$ cat src/rtl/eq_act_pipe.sv
`default_nettype none
// ============================================================================
// Module  : eq_act_pipe
// Brief   : CH-lane, two-stage activation pipeline (soft-abs / hard-tanh /
//           relu / pass) with output saturation, flags and saturation counter.
// Revision: 1.0  initial release
// ============================================================================
module eq_act_pipe #(
    parameter int WIDTH = 9,
    parameter int CH    = 4
) (
    input  logic                    clk,
    input  logic                    rst,
    input  logic                    in_valid,
    output logic                    in_ready,
    input  logic [1:0]              mode,
    input  logic [CH*2*WIDTH-1:0]   X,
    output logic                    out_valid,
    input  logic                    out_ready,
    output logic [CH*WIDTH-1:0]     out,
    output logic [CH-1:0]           sat,
    input  logic                    sat_clr,
    output logic [15:0]             sat_count
);

    localparam int c_XW = 2*WIDTH;
    localparam int c_IW = 2*WIDTH + 2;
    localparam logic signed [c_IW-1:0] c_MAX = c_IW'(2**(WIDTH-1) - 1);
    localparam logic signed [c_IW-1:0] c_MIN = -(c_IW'(2**(WIDTH-1)));

    logic                   w_en;
    logic [CH*c_IW-1:0]     w_term;
    logic [CH*c_IW-1:0]     r_term;
    logic [1:0]             r_mode;
    logic                   r_v1;
    logic [CH*WIDTH-1:0]    w_out;
    logic [CH-1:0]          w_sat;
    logic [16:0]            w_pop;
    logic [16:0]            w_sum;

    // One global enable: every stage advances together or holds together.
    assign w_en     = !out_valid || out_ready;
    assign in_ready = w_en;

    generate
        for (genvar i = 0; i < CH; i++) begin : g_ch
            logic signed [c_IW-1:0] w_x, w_xp, w_xm, w_ap, w_am, w_t1;
            logic signed [c_IW-1:0] w_t2, w_y;

            assign w_x  = {{2{X[(i+1)*c_XW-1]}}, X[i*c_XW +: c_XW]};
            assign w_xp = w_x + c_IW'(1);
            assign w_xm = w_x - c_IW'(1);
            assign w_ap = w_xp[c_IW-1] ? -w_xp : w_xp;
            assign w_am = w_xm[c_IW-1] ? -w_xm : w_xm;

            always_comb begin
                w_t1 = w_x;
                case (mode)
                    2'd0:    w_t1 = w_ap + w_am;
                    2'd1:    w_t1 = w_ap - w_am;
                    2'd2:    w_t1 = w_x[c_IW-1] ? '0 : w_x;
                    default: w_t1 = w_x;
                endcase
            end
            assign w_term[i*c_IW +: c_IW] = w_t1;

            // Modes 0/1 carry a doubled term from stage 1; halve it here.
            assign w_t2 = r_term[i*c_IW +: c_IW];
            assign w_y  = r_mode[1] ? w_t2 : (w_t2 >>> 1);
            assign w_sat[i] = (w_y > c_MAX) || (w_y < c_MIN);
            assign w_out[i*WIDTH +: WIDTH] = (w_y > c_MAX) ? c_MAX[WIDTH-1:0] :
                                             (w_y < c_MIN) ? c_MIN[WIDTH-1:0] :
                                                             w_y[WIDTH-1:0];
        end
    endgenerate

    always_ff @(posedge clk or posedge rst) begin
        if (rst) begin
            r_v1      <= 1'b0;
            r_mode    <= 2'd0;
            r_term    <= '0;
            out_valid <= 1'b0;
            out       <= '0;
            sat       <= '0;
        end else if (w_en) begin
            r_v1      <= in_valid;
            out_valid <= r_v1;
            if (in_valid) begin
                r_mode <= mode;
                r_term <= w_term;
            end
            if (r_v1) begin
                out <= w_out;
                sat <= w_sat;
            end
        end
    end

    always_comb begin
        w_pop = '0;
        for (int i = 0; i < CH; i++) begin
            w_pop = w_pop + 17'(sat[i]);
        end
    end
    assign w_sum = {1'b0, sat_count} + w_pop;

    always_ff @(posedge clk or posedge rst) begin
        if (rst) begin
            sat_count <= 16'd0;
        end else if (sat_clr) begin
            sat_count <= 16'd0;
        end else if (out_valid && out_ready) begin
            sat_count <= (w_sum > 17'd65535) ? 16'hFFFF : w_sum[15:0];
        end
    end

endmodule
`default_nettype wire

$ cat config.mk
export PLATFORM = sky130hd
export DESIGN_NAME = eq_act_pipe
export DESIGN_NICKNAME = d
export VERILOG_FILES = /design/src/rtl/eq_act_pipe.sv
export SDC_FILE = /design/constraint.sdc
export NUM_CORES = 1
export LEC_CHECK = 0
export CAP_MARGIN = 20
export CELL_PAD_IN_SITES_DETAIL_PLACEMENT = 0
export CELL_PAD_IN_SITES_GLOBAL_PLACEMENT = 2
export CORE_MARGIN = 2
export CORE_UTILIZATION = 36
export DETAILED_ROUTE_END_ITERATION = 7
export MAX_ROUTING_LAYER = met4
export PLACE_DENSITY = 0.85
export SKIP_LAST_GASP = 1
export SLEW_MARGIN = 20
export SYNTH_ARGS = -nofsm -noshare
export SYNTH_HDL_FRONTEND = slang
export SYNTH_SLANG_ARGS = --single-unit
$ cat constraint.sdc
create_clock -name clk -period 5.45 [get_ports clk]
set_clock_uncertainty 0.1 [all_clocks]
set_input_delay 0.8175 -clock clk [delete_from_list [all_inputs] [get_ports clk]]
set_output_delay 0.8175 -clock clk [all_outputs]
set_load 0.02 [all_outputs]
# Word-level counts from Yosys, hierarchy flattened
# Index checks and enable logic that the tools add are counted.
# word_totals
out_inout_bits	58
word_cells	88
inputBits	79
register_bits	140
# classes
magnitude_cmp	9
add_sub_neg	28
n_mux	31
n_eq_ne	2
reduce_logical	11
# ops
op	n
$pmux 20 s3	4
$mux 20	8
$neg 19->20	8
$add 20x20->20	4
$gt 20x9->1 const B	4
$lt 20x9->1 const B	4
$sub 20x20->20	4
$add 18x2->19 const B	4
$mux 19	4
$sub 18x2->19 const B	4
$mux 9	8
$mux 17	4
$mux 16	3
$add 16x4->17	1
$gt 17x16->1 const B	1
$logic_or 1x1->1	5
$add 3x1->4	1
$reduce_and 2->1	2
$add 2x1->3	1
$add 1x1->2	1
$eq 2x1->1 const B	1
$eq 2x2->1 const B	1
$logic_not 2->1	1
$reduce_bool 2->1	1
2 further kinds	2

# Longest topological paths before layout
# logic_depth
depth_word	8
depth_mapped	27
depth_no_buf	24

# Least setup slack after synthesis
# No wires, ideal clock.
# synth_path
kind	input -> register
start	input port X[54]
end	register r_term[78]
stages	25
n_path_buf	5
setup_time_ns	0.133
path_slack_ns	-0.721
required_ns	5.217
t_arrival_ns	5.938
path_cell_list	clkbuf_1 -> clkbuf_1 -> inv_1 -> ha_1 -> clkbuf_1 -> nor3b_2 -> and3_1 -> a21oi_2 -> clkbuf_1 -> clkbuf_1 -> xnor2_1 -> nor2_1 -> xor2_1 -> fa_1 -> a21o_1 -> a21oi_1 -> o21bai_1 -> a21oi_1 -> o21bai_1 -> a41oi_1 -> nor3_1 -> a2111oi_0 -> a21oi_1 -> xnor2_1 -> o21ai_0
# synth_between
elab_chain_len	5
word_cells_on_any_way	9
cone_classes	6 x add/sub; 3 x mux
# synth_rtl
item	line_no	source
start, declared	17	input logic [CH*2*WIDTH-1:0] X,
$add 18x2->19 or $sub 18x2->19 (tied branches)	51, 52	
$neg 19->20, on equally long branches	53, 54	
$mux 20, on equally long branches	53, 54	
$sub 20x20->20 or $add 20x20->20 (tied branches)	60, 59	
$pmux 20 s3 *	58	case (mode)
end signal, assigned	90	r_term <= w_term;
end, declared	33	logic [CH*c_IW-1:0] r_term;
# Mark *: on every way between the ends. The rest lies on a longest branch, timed or not.
# A chain may end at the register's enable or synchronous reset.

# Worst setup path after layout
# layout_path
start	input port X[44]
end	register r_term[59]
# Same word-level chain as after synthesis.

==> impl_metrics.ini <==
[yosys]
syn_area_um2 = 18800
synth_top_cells_by_count = xnor2_1 (249), nand2_1 (238), nor2_1 (225)
synthArstFlopShare = 1.000
yosysMostFrequentCell = xnor2_1
ys_warn_count = 0
synth_top_area_share = 0.1850
synth-edff-count = 0
yosys-top-cells-area = dfrtp_1 (19%), xnor2_1 (12%), ha_1 (5.9%)
yosysUniqueCellTypes = 104
synth_top_flop_cell = dfrtp_1
synth_largest_area_cell = dfrtp_1
netlist_instances = 2512
synth-seq-cells = 139
avgSynthCellArea_um2 = 7.483
seq_area_frac_synth = 0.1850

[critical_path]
crit_required_ns = 5.63
path_class = input pin to flip-flop
cp-start-kind = input pin
critPathArrivalTime_ns = 5.44
crit_fanout = 4
cp-end-kind = flip-flop

[power]
leakage_nw = 10.77
combPwrFrac = 0.555
netSwitchingPower_mw = 2.506
total_power_mw = 6.342
p_seq_frac = 0.251
switching_share = 0.3951
p_int_mw = 3.836
p_per_area_nw_per_um2 = 247.4
vdd_drop_max_uv = 240.5
clkPwrFrac = 0.194

[global_route]
grt.overflow.total = 0
grt_max_degree = 78
grt_pass1_wl_um = 99590
antenna_found_initial = 0
grt_usage = 0.2301
grt_pass1_vias = 19740

[sta]
finalCritPeriodShare = 0.9649
setup_ws_ns = 0.1915
worstMarginPinSlew_ns = 0.9938
slew_viol_final = 0
setup_viol = 0
period_minus_slack_ns = 5.258
slew_headroom = 0.3359
final-hold-violation-count = 0
maxClockFrequency_mhz = 190.2
whs_ns = 0.3802
rsz0062_at_grt = true

[placement]
preCtsSetupSlack_ns = -0.4827
port_buffers = 136
placed_cells = 3699
routabilityCongestion = 0.9350
hpwlAfterDp_um = 49380

[finish]
drive_above_1_share = 0.2477
area_delta_synth_final_pct = 36.39
final_nets = 3219
final_cells = 3737

[routing]
vias = 20260
antenna_left = 0
viasPerCell = 5.421
routedWlPerCell_um = 16.47
wl_um = 61560
drcViolationCount = 0
dr.pass1.iters = 5
drt_iter0_markers = 1312

[floorplan]
die_h_um = 232.5
core_um2 = 51510
die_w_um = 232.5
fp.dieArea_um2 = 54060
rows = 83
io_pins = 137
initial_core_util = 0.3649

[clock_network]
htree_levels = 4
cts_tree = yes
insertion_delay_ns = 0.43
path_clk_slew_ns = 0.06
clockBufferDepth = 2
cts-root-buf = clkbuf_16
cts_num_sinks = 139
cts_buffers = 17

[status]
status = completed

[hold_path]
hp-class = flip-flop to flip-flop

[flow_run]
max_cap_violations = 0
[through the flow]
step                      cell area, um^2    util  setup TNS [ns]
after detailed placement            24500  0.4756          -6.525
after global routing                25640  0.4977         -0.1060
final                               25640  0.4977               0
after floorplan                     18930       -               0
after CTS                           25140  0.4880        -0.04216
after global placement              24500  0.4756          -4.482
[routing by layer]
layer,share of wire,wire length [um],track usage
met2,0.47,28720,0.3802
met4,0.021,1306,0.05912
met1,0.47,29180,0.3020
met3,0.038,2359,0.02083
met5,0,0,-
[layout by cell type (no fill, tap or decap), types with 60 or more instances in the layout]
master | netlist | layout
o21ai_0 | 197 | 187
nor2_1 | 225 | 218
ha_1 | 89 | 86
xnor2_1 | 249 | 242
nand3_1 | 81 | 80
clkdlybuf4s50_1 | 0 | 130
nand2_1 | 238 | 236
buf_4 | 1 | 527
a21oi_1 | 168 | 159
xor2_1 | 125 | 124
dfrtp_1 | 139 | 139
inv_1 | 64 | 60
[logic make-up after synthesis]
kind of cell / synth area share
buffers and inverters: 0.04746
multiplexers: 0.02749
adder cells (fa/ha/maj): 0.06723
flip-flops: 0.1850
AO/OA/AOI/OAI: 0.2462
AND/OR/NAND/NOR: 0.2487
XOR/XNOR: 0.1777
other: 0.0001995
[state kept, by name (all words and copies together), names as in the netlist]
signal	flops
r_v1	1
sat	4
sat_count	16
out_valid	1
out	36
r_term	80
r_mode	1
[power groups by stage]
| stage | combinational, mW | sequential [mW] | clock [mW] |
|---|---|---|---|
| after floorplan | 1.96 | 1.65 | 0 |
| after global placement | 3.36 | 1.59 | 0 |
| after detailed placement | 3.42 | 1.60 | 0 |
| after CTS | 3.45 | 1.59 | 1.25 |
| after global routing | 3.90 | 1.63 | 1.30 |
| final | 3.52 | 1.59 | 1.23 |
[worst paths after layout]
check	cells after the start	startpoint	slack, ns	endpoint
max	22	X[44]	0.19	r_term[59]
min	2	out[7]	0.38	out[7]
max reg2reg	9	sat[3]	2.00	sat_count[0]
min reg2reg	2	out[7]	0.38	out[7]
max in group asynchronous	3	rst	3.49	out[15]
min in group asynchronous	2	rst	0.81	r_term[26]
[cell type report]
class / instances / area, um^2
multi-input cells: 2151 / 15020
inverters: 66 / 252.7
well taps: 680 / 850.8
clock buffers: 20 / 446.7
repair buffers: 669 / 5423
diodes: 1 / 2.502
clock inverters: 11 / 167.7
fillers: 5166 / 25870
flip-flops and latches: 139 / 3478
[worst max-delay path: stages]
cell and delay [ns]:
clkdlybuf4s50_1 0.43, or3_4 0.41, nor4_2 0.27, buf_4 0.17, a21oi_2 0.08, or4_4 0.52
a21oi_4 0.18, inv_2 0.04, or3b_4 0.42, nand2_1 0.09, xor2_1 0.16, ha_1 0.26
inv_1 0.08, o21bai_1 0.08, a21oi_1 0.17, o21ai_2 0.10, a221oi_2 0.35, o21ai_2 0.14
a2111oi_4 0.31, nor3_2 0.08, xor2_1 0.20, o22ai_2 0.08
[timing repair]
action,in CTS,in global routing
pin swaps,1,41
resized for setup,6,95
hold buffers,0,0
buffers inserted,0,6
setup endpoints to repair,3,23
(Power assumes the default switching activity.)
